File: src/rtl/repetition_pkg.sv
// Shared types and constants for the repetition pattern generator.
// Holds the pattern kinds, the FSM state encoding and the minimum spacing values.
package repetition_pkg;

  typedef enum logic {
    CONSECUTIVE = 1'b0,
    GOTO        = 1'b1
  } repetition_kind_e;

  typedef enum logic [2:0] {
    IDLE    = 3'd0,
    RUN_A   = 3'd1,
    PULSE_A = 3'd2,
    GAP     = 3'd3,
    PULSE_B = 3'd4,
    FINISH  = 3'd5
  } state_e;

  // The a->b spacing rule forbids b in the four cycles after a.
  localparam int unsigned MIN_AB_GAP = 4;
  localparam int unsigned MIN_BB_GAP = 1;

  function automatic int unsigned max_w(input int unsigned x, input int unsigned y);
    return (x > y) ? x : y;
  endfunction

endpackage

File: src/rtl/rep_down_counter.sv
// Loadable down-counter that holds at zero instead of wrapping.
// load has priority over dec; zero reflects the registered count.
module rep_down_counter #(
  parameter int unsigned W = 4
) (
  input  logic         clk,
  input  logic         rst_n,
  input  logic         load,
  input  logic [W-1:0] load_val,
  input  logic         dec,
  output logic         zero
);

  logic [W-1:0] count;

  always_ff @(posedge clk) begin
    if (!rst_n) begin
      count <= '0;
    end else if (load) begin
      count <= load_val;
    end else if (dec && (count != '0)) begin
      count <= count - W'(1);
    end
  end

  assign zero = (count == '0);

endmodule

File: src/rtl/repetition_pattern_gen.sv
// Stimulus source for the repetition monitors: emits a[*N] runs or a ##1 b[->M] goto patterns.
// Outputs are registered; first a appears the cycle after start, done pulses one cycle after the last a/b.
module repetition_pattern_gen
  import repetition_pkg::*;
#(
  parameter int unsigned LEN_W = 4,
  parameter int unsigned GAP_W = 4
) (
  input  logic             clk,
  input  logic             rst_n,
  input  logic             start,
  input  repetition_kind_e kind,
  input  logic [LEN_W-1:0] run_len,
  input  logic [LEN_W-1:0] b_count,
  input  logic [GAP_W-1:0] ab_gap,
  input  logic [GAP_W-1:0] bb_gap,
  output logic             a,
  output logic             b,
  output logic             busy,
  output logic             done
);

  localparam int unsigned CW = max_w(LEN_W, GAP_W);

  generate
    if (GAP_W < 3) begin : g_gap_w_check
      $error("GAP_W must be at least 3 so that MIN_AB_GAP fits");
    end
  endgenerate

  localparam logic [GAP_W-1:0] AB_MIN = GAP_W'(MIN_AB_GAP);
  localparam logic [GAP_W-1:0] BB_MIN = GAP_W'(MIN_BB_GAP);

  state_e           state;
  logic [GAP_W-1:0] ab_eff;
  logic [GAP_W-1:0] bb_eff;
  logic [LEN_W-1:0] b_left;

  logic [GAP_W-1:0] ab_clamped;
  logic [GAP_W-1:0] bb_clamped;

  logic             cnt_load;
  logic             cnt_dec;
  logic [CW-1:0]    cnt_val;
  logic             cnt_zero;

  assign ab_clamped = (ab_gap < AB_MIN) ? AB_MIN : ab_gap;
  assign bb_clamped = (bb_gap < BB_MIN) ? BB_MIN : bb_gap;

  // The shared counter is loaded with (length-1) on the edge that enters RUN_A or GAP,
  // so it reads zero during the last cycle of that phase.
  always_comb begin
    cnt_load = 1'b0;
    cnt_dec  = 1'b0;
    cnt_val  = '0;
    case (state)
      IDLE: begin
        if (start && (kind == CONSECUTIVE) && (run_len != '0)) begin
          cnt_load = 1'b1;
          cnt_val  = CW'(run_len) - CW'(1);
        end
      end
      PULSE_A: begin
        cnt_load = 1'b1;
        cnt_val  = CW'(ab_eff) - CW'(1);
      end
      RUN_A, GAP: begin
        cnt_dec = 1'b1;
      end
      PULSE_B: begin
        if (b_left != LEN_W'(1)) begin
          cnt_load = 1'b1;
          cnt_val  = CW'(bb_eff) - CW'(1);
        end
      end
      default: begin
      end
    endcase
  end

  rep_down_counter #(
    .W (CW)
  ) u_counter (
    .clk      (clk),
    .rst_n    (rst_n),
    .load     (cnt_load),
    .load_val (cnt_val),
    .dec      (cnt_dec),
    .zero     (cnt_zero)
  );

  always_ff @(posedge clk) begin
    if (!rst_n) begin
      state  <= IDLE;
      a      <= 1'b0;
      b      <= 1'b0;
      busy   <= 1'b0;
      done   <= 1'b0;
      ab_eff <= '0;
      bb_eff <= '0;
      b_left <= '0;
    end else begin
      done <= 1'b0;
      case (state)
        IDLE: begin
          if (start) begin
            ab_eff <= ab_clamped;
            bb_eff <= bb_clamped;
            b_left <= b_count;
            if (kind == CONSECUTIVE) begin
              if (run_len != '0) begin
                state <= RUN_A;
                a     <= 1'b1;
                busy  <= 1'b1;
              end else begin
                state <= FINISH;
                done  <= 1'b1;
              end
            end else begin
              if (b_count != '0) begin
                state <= PULSE_A;
                a     <= 1'b1;
                busy  <= 1'b1;
              end else begin
                state <= FINISH;
                done  <= 1'b1;
              end
            end
          end
        end
        RUN_A: begin
          if (cnt_zero) begin
            state <= FINISH;
            a     <= 1'b0;
            busy  <= 1'b0;
            done  <= 1'b1;
          end
        end
        PULSE_A: begin
          state <= GAP;
          a     <= 1'b0;
        end
        GAP: begin
          if (cnt_zero) begin
            state <= PULSE_B;
            b     <= 1'b1;
          end
        end
        PULSE_B: begin
          b      <= 1'b0;
          b_left <= b_left - LEN_W'(1);
          if (b_left == LEN_W'(1)) begin
            state <= FINISH;
            busy  <= 1'b0;
            done  <= 1'b1;
          end else begin
            state <= GAP;
          end
        end
        FINISH: begin
          state <= IDLE;
        end
        default: begin
          state <= IDLE;
          a     <= 1'b0;
          b     <= 1'b0;
          busy  <= 1'b0;
        end
      endcase
    end
  end

endmodule

File: config.mk
export PLATFORM = sky130hd
export DESIGN_NAME = repetition_pattern_gen
export DESIGN_NICKNAME = d
export VERILOG_FILES = /design/src/rtl/repetition_pkg.sv /design/src/rtl/rep_down_counter.sv /design/src/rtl/repetition_pattern_gen.sv
export SDC_FILE = /design/constraint.sdc
export NUM_CORES = 1
export LEC_CHECK = 0
export CAP_MARGIN = 20
export CORE_MARGIN = 1
export CORE_UTILIZATION = 25
export DETAILED_ROUTE_END_ITERATION = 8
export SYNTH_ARGS = -nofsm -noshare
export SYNTH_HDL_FRONTEND = slang
export SYNTH_HIERARCHICAL = 1
export SYNTH_SLANG_ARGS = --single-unit
File: constraint.sdc
create_clock -name clk -period 3.6 [get_ports clk]
set_input_delay 0.72 -clock clk [delete_from_list [all_inputs] [get_ports clk]]
set_output_delay 0.72 -clock clk [all_outputs]
set_load 0.1 [all_outputs]
==> flow_summary.toml, run 1 <==
[synthesis]
synthTopCellsByCount = "nand2_1 (27), dfxtp_1 (23), inv_1 (16)"
synth_edf_count = 0
ys_warn_count = 6
synth_cell_types = 56
ys_seq_elements = 23
synth_top_area_share_pct = 30.1
syn_nets = 213
synth_area_mm2 = 0.00153
yosys.area.top_type = "dfxtp_1"
synth-seq-area-share_pct = 30.1
yosysMostFrequentCell = "nand2_1"
syn_inst = 186
syn_avg_cell_area_um2 = 8.21
synth-async-reset-ratio_pct = 0
ys.flop_type = "dfxtp_1"
synth.area.top_cells = "dfxtp_1 (30%), nand2_1 (6.6%), ha_1 (5.7%)"

[power]
swShare_pct = 45.3
p_clk_share_pct = 12.3
leakage_nw = 0.652
powerDensity_mw_per_mm2 = 702
vdd.ir_drop.worst_v = 0.000260
power_frac_seq_pct = 33.5
p_sw_mw = 0.588
combinationalPowerShare_pct = 54.2
intPower_mw = 0.710

[placement]
dp_hpwl_mm = 2.44
pre_cts_ws_ns = 0.782
gp_congestion = 0.814
portBuffers = 23

[layout]
n_antenna_cell = 0
final_nets = 234
syn_to_final_growth_pct = 21.0
drive_gt1_share_pct = 7.28

[critical_path]
endpoint = "u_counter/count[3]$_SDFFE_PN0P_"
r2r_cells = 7
cp_max_fo = 12
r2r_slack_ns = 1.39
cp-start-kind = "primary input"
worst_ep_arrival_time_ns = 2.64
r2r-start = "state[1]$_SDFFE_PN0P_"
path_class = "in2reg"
r2r_end = "u_counter/count[3]$_SDFFE_PN0P_"
worstSetupEndpointType = "flip-flop"
required_ns = 3.75
startpoint = "start"

[timing]
setup_viol_count_final = 0
fin_ws_ns = 1.10
timing.hold.ws_ns = 0.456
drv_slew = 0
finalCritPeriodShare_pct = 69.3
finalCriticalPeriod_ns = 2.50
max_slew.worst_pin.slew_ns = 0.962
rsz0062_at_grt = "no"
relSlewSlack_pct = 35.7
fin_skew_ns = 0.00243
fmax_mhz = 401
tns_ns = 0
finalHoldViolCount = 0

[floorplan]
core-area_mm2 = 0.00592
initial_core_util_pct = 25.8
die_x_um = 80.2
fp.dieH_um = 80.2
die_area_mm2 = 0.00643
num_rows = 28
ios = 24

[global_routing]
grt_use_total_pct = 11.4
antenna_found_initial = 0
grt_pass1_vias = 1268
grt_max_degree = 20
grt_pass1_wl_mm = 5.80
grt_overflow = 0

[drt]
post_drt_wl_per_cell_um = 11.5
vias_per_cell = 4.88
ant_nets = 0
wl_mm = 3.22
drt_iter0_markers = 135
drc = 0
dr.pass1.iters = 4
vias = 1372

[run_status]
status = "completed"

[clock_tree]
clkTransAtPathRegs_ns = 0.08
postCtsResizedCells = 0
cts.htree.levels = 1
insertion_delay_ns = 0.26
clkSinkCount = 23
cts_tree = "done"
postCtsSetupBuffers = 0
cts_buffer_depth = 2
clk_root_buffer_cell = "clkbuf_8"
holdBufCountCts = 0
cts_buffers = 3

[min_path]
holdCritStartpoint = "busy$_SDFFE_PN0P_"
min_path_type = "reg2reg"

[job]
cap_viol_max_count = 0
## cell families after synthesis
logic type               share of synthesized area [%]
buffers and inverters                             7.37
XOR/XNOR                                          3.44
AO/OA/AOI/OAI                                     22.4
flip-flops                                        30.1
multiplexers                                      1.31
AND/OR/NAND/NOR                                   29.6
adder cells (fa/ha/maj)                           5.73
## per-stage QoR
stage	utilization (%)	cell area [µm²]	std cells	power [mW]
2_1_floorplan	-	1530	186	1.01
3_3_place_gp	30.5	1800	277	1.14
3_5_place_dp	30.5	1800	277	1.14
4_1_cts	31.2	1850	281	1.31
5_1_grt	31.2	1850	281	1.41
6_report	31.2	1850	281	1.30
## worst min path at each step
stage / to / slack [ns] / depth (start not counted)
after global routing: bb_eff[1]$_SDFFE_PN0P_ / 0.49 / 2
after CTS: busy$_SDFFE_PN0P_ / 0.47 / 2
after global placement: busy$_SDFFE_PN0P_ / 0.45 / 2
after detailed placement: busy$_SDFFE_PN0P_ / 0.46 / 2
final: busy$_SDFFE_PN0P_ / 0.46 / 2
after floorplan: ab_eff[1]$_SDFFE_PN0P_ / 0.45 / 2
## placed cells by master, fill, tap and decap left out, types with 2 or more instances in the layout
cell type / n
o22a_1: 2
ha_1: 7
o211ai_1: 2
nor4_1: 2
clkdlybuf4s50_1: 23
or4_1: 2
dfxtp_1: 23
nand4_1: 2
nor3_1: 6
clkbuf_8: 3
a211oi_1: 4
o21ai_1: 4
nand3b_1: 2
nand2b_1: 3
a2bb2oi_1: 3
xnor2_1: 5
o221ai_1: 2
a21o_1: 2
nor3b_1: 3
o21ai_0: 3
mux2i_1: 2
nand2_1: 27
nand3_1: 7
nor2_1: 10
nand4b_1: 2
inv_1: 16
a21oi_1: 11
## worst max-delay path: stages
cell	delay [ns]
clkdlybuf4s50_1	0.55
nand3b_1	0.38
or3_4	0.53
nand2_1	0.11
inv_1	0.12
o21ai_0	0.18
a21oi_1	0.05
## cell type report
class	instances	area, µm²
repair buffers	23	230
multi-input cells	139	955
inverters	17	65.1
well taps	75	93.8
flip-flops and latches	23	460
clock buffers	4	45.0
fillers	635	4070
## registers in the layout, indices dropped and copies added, names as in the netlist
| name | flops |
|---|---|
| a | 1 |
| ab_eff | 4 |
| b | 1 |
| b_left | 4 |
| bb_eff | 4 |
| busy | 1 |
| done | 1 |
| state | 3 |
| u_counter/count | 4 |
## layer usage
layer / up-vias / wire, µm / track usage, %
li1: 712 / - / -
met1: 632 / 1580 / 14.7
met2: 26 / 1490 / 19.0
met3: 2 / 127 / 2.39
met4: 0 / 24 / 3.21
met5: - / 0 / 0
## power by group through the flow
stage / Sequential (mW) / Combinational, mW / Clock (mW)
CTS: 0.434 / 0.707 / 0.169
global placement: 0.441 / 0.703 / 0
finish: 0.435 / 0.703 / 0.159
floorplan: 0.473 / 0.541 / 0
detailed placement: 0.441 / 0.703 / 0
global route: 0.450 / 0.784 / 0.179
(Power assumes the default switching activity.)
==> run 2: changes to the inputs <==
==> constraint.sdc (replaced) <==
create_clock -name clk -period 2.5 [get_ports clk]
set_input_delay 0.5 -clock clk [delete_from_list [all_inputs] [get_ports clk]]
set_output_delay 0.5 -clock clk [all_outputs]
set_load 0.1 [all_outputs]
==> flow_summary.toml, run 2 (synthesis gave the netlist of run 1 again) <==
[clock_tree]
insertion_delay_ns = 0.26
postCtsResizedCells = 0
clk_root_buffer_cell = "clkbuf_8"
holdBufCountCts = 0
postCtsSetupBuffers = 0
cts_tree = "done"
cts_buffer_depth = 2
clkTransAtPathRegs_ns = 0.08
cts.htree.levels = 1
clkSinkCount = 23
cts_buffers = 3

[global_routing]
grt_overflow = 0
antenna_found_initial = 0
grt_max_degree = 20
grt_pass1_vias = 1193
grt_pass1_wl_mm = 5.40
grt_use_total_pct = 10.8

[drt]
dr_wl_met3_um = 158
wl_met2_mm = 1.50
drt_iter0_markers = 108
drc = 0
post_drt_wl_per_cell_um = 11.7
dr.pass1.iters = 5
vias = 1400
wl_mm = 3.35
drt-met1-wl_mm = 1.66
vias_per_cell = 4.91
highest_layer = "met4"
ant_nets = 0

[timing]
timing.hold.ws_ns = 0.450
finalCriticalPeriod_ns = 2.14
fin_ws_ns = 0.357
relSlewSlack_pct = 51.8
tns_ns = 0
rsz0062_at_grt = "no"
fmax_mhz = 467
drv_slew = 0
finalCritPeriodShare_pct = 85.7
fin_skew_ns = 0.00240
setup_viol_count_final = 0
max_slew.worst_pin.slew_ns = 0.723
finalHoldViolCount = 0

[placement]
pre_cts_ws_ns = 0.0703
dp_hpwl_mm = 2.62
dp_cells = 281
portBuffers = 23
gp_congestion = 0.727

[critical_path]
worst_ep_arrival_time_ns = 2.32
cp_common_cell = "inv_1"
path_cells = "clkdlybuf4s50_1, inv_1, ha_1, nor3b_1, or3_4, nand2_1, inv_1, nor2_1, a311oi_1"
worstSetupEndpointType = "flip-flop"
r2r_slack_ns = 0.47
max_stage_delay_ns = 0.45
required_ns = 2.67
critical_path_buf_inv_count = 3
slowest_stage = "clkdlybuf4s50_1"
cp_max_fo = 7
path_class = "in2reg"
cp_top_family = "buffers and inverters"
cp-start-kind = "primary input"

[power]
combinationalPowerShare_pct = 54.7
p_sw_mw = 0.856
leakage_nw = 0.678
power_frac_seq_pct = 33.2
p_clk_share_pct = 12.1
powerDensity_mw_per_mm2 = 1010
vdd.ir_drop.worst_v = 0.000492
swShare_pct = 45.1
intPower_mw = 1.04

[layout]
fill_cells = 645
final_util_pct = 31.6
fin_cells = 285
drive_gt1_share_pct = 11.0
syn_to_final_growth_pct = 22.4
final_common_cell = "nand2_1"
final_cell_mix = "nand2_1 (27), dfxtp_1 (23), clkdlybuf4s50_1 (19), inv_1 (16), a21oi_1 (11)"
n_antenna_cell = 0
final_nets = 238

[floorplan]
core-area_mm2 = 0.00592
die_area_mm2 = 0.00643
die_x_um = 80.2
num_rows = 28
ios = 24
initial_core_util_pct = 25.8
fp.dieH_um = 80.2

[min_path]
min_path_type = "reg2reg"

[run_status]
status = "completed"

[job]
cap_viol_max_count = 0
-- run 2: cell types whose count changed in the layout (fill, tap and decap cells not counted), sizes merged --
cell,previous run,this run
buf,0,8
clkdlybuf4s50,23,19
-- run 2: path summary, 6_finish.rpt --
check | from | end | cells past startpoint
worst max-delay path | run_len[0] | u_counter/count[2]$_SDFFE_PN0P_ | 9
worst min-delay path | busy$_SDFFE_PN0P_ | busy$_SDFFE_PN0P_ | 2
worst max register to register | u_counter/count[0]$_SDFFE_PN0P_ | busy$_SDFFE_PN0P_ | 8
worst min register to register | busy$_SDFFE_PN0P_ | busy$_SDFFE_PN0P_ | 2
-- run 2: stage by stage --
stage | area (µm²) | total power, mW
after floorplan | 1530 | 1.46
after global placement | 1820 | 1.67
after detailed placement | 1820 | 1.68
after CTS | 1870 | 1.91
after global routing | 1870 | 2.05
final | 1870 | 1.90
-- run 2: tightest hold or removal path, delay by kind of cell (launching register included) --
kind	cells	cell delay (ns)
compound gates	1	0.05
flops	1	0.31
simple gates	1	0.05
-- run 2: power by group through the flow --
stage	Sequential [mW]	Clock [mW]	Combinational (mW)
floorplan	0.680	0	0.778
global placement	0.636	0	1.03
detailed placement	0.639	0	1.04
CTS	0.630	0.240	1.04
global route	0.649	0.263	1.14
finish	0.630	0.229	1.04
-- run 2: final cells by class --
| type | instances | area [µm²] | share of cell area [%] |
|---|---|---|---|
| Clock buffer | 4 | 45.0 | 2.41 |
| Inverter | 17 | 65.1 | 3.48 |
| Multi-Input combinational cell | 139 | 955 | 51.1 |
| Sequential cell | 23 | 460 | 24.6 |
| Tap cell | 75 | 93.8 | 5.02 |
| Timing Repair Buffer | 27 | 250 | 13.4 |
-- run 2: layer usage --
layer	GRT usage [%]	vias up
met4	2.68	0
met3	3.07	4
met2	18.2	37
li1	-	723
met1	13.5	636
met5	0	-
==> run 3: changes to the inputs <==
--- a/config.mk
+++ b/config.mk
@@ -5,7 +5,6 @@
 export SDC_FILE = /design/constraint.sdc
 export NUM_CORES = 1
 export LEC_CHECK = 0
-export CAP_MARGIN = 20
 export CORE_MARGIN = 1
 export CORE_UTILIZATION = 25
 export DETAILED_ROUTE_END_ITERATION = 8
==> results of run 3 <==
Same layout as run 2: the final DEF is identical, and so are final timing and power.
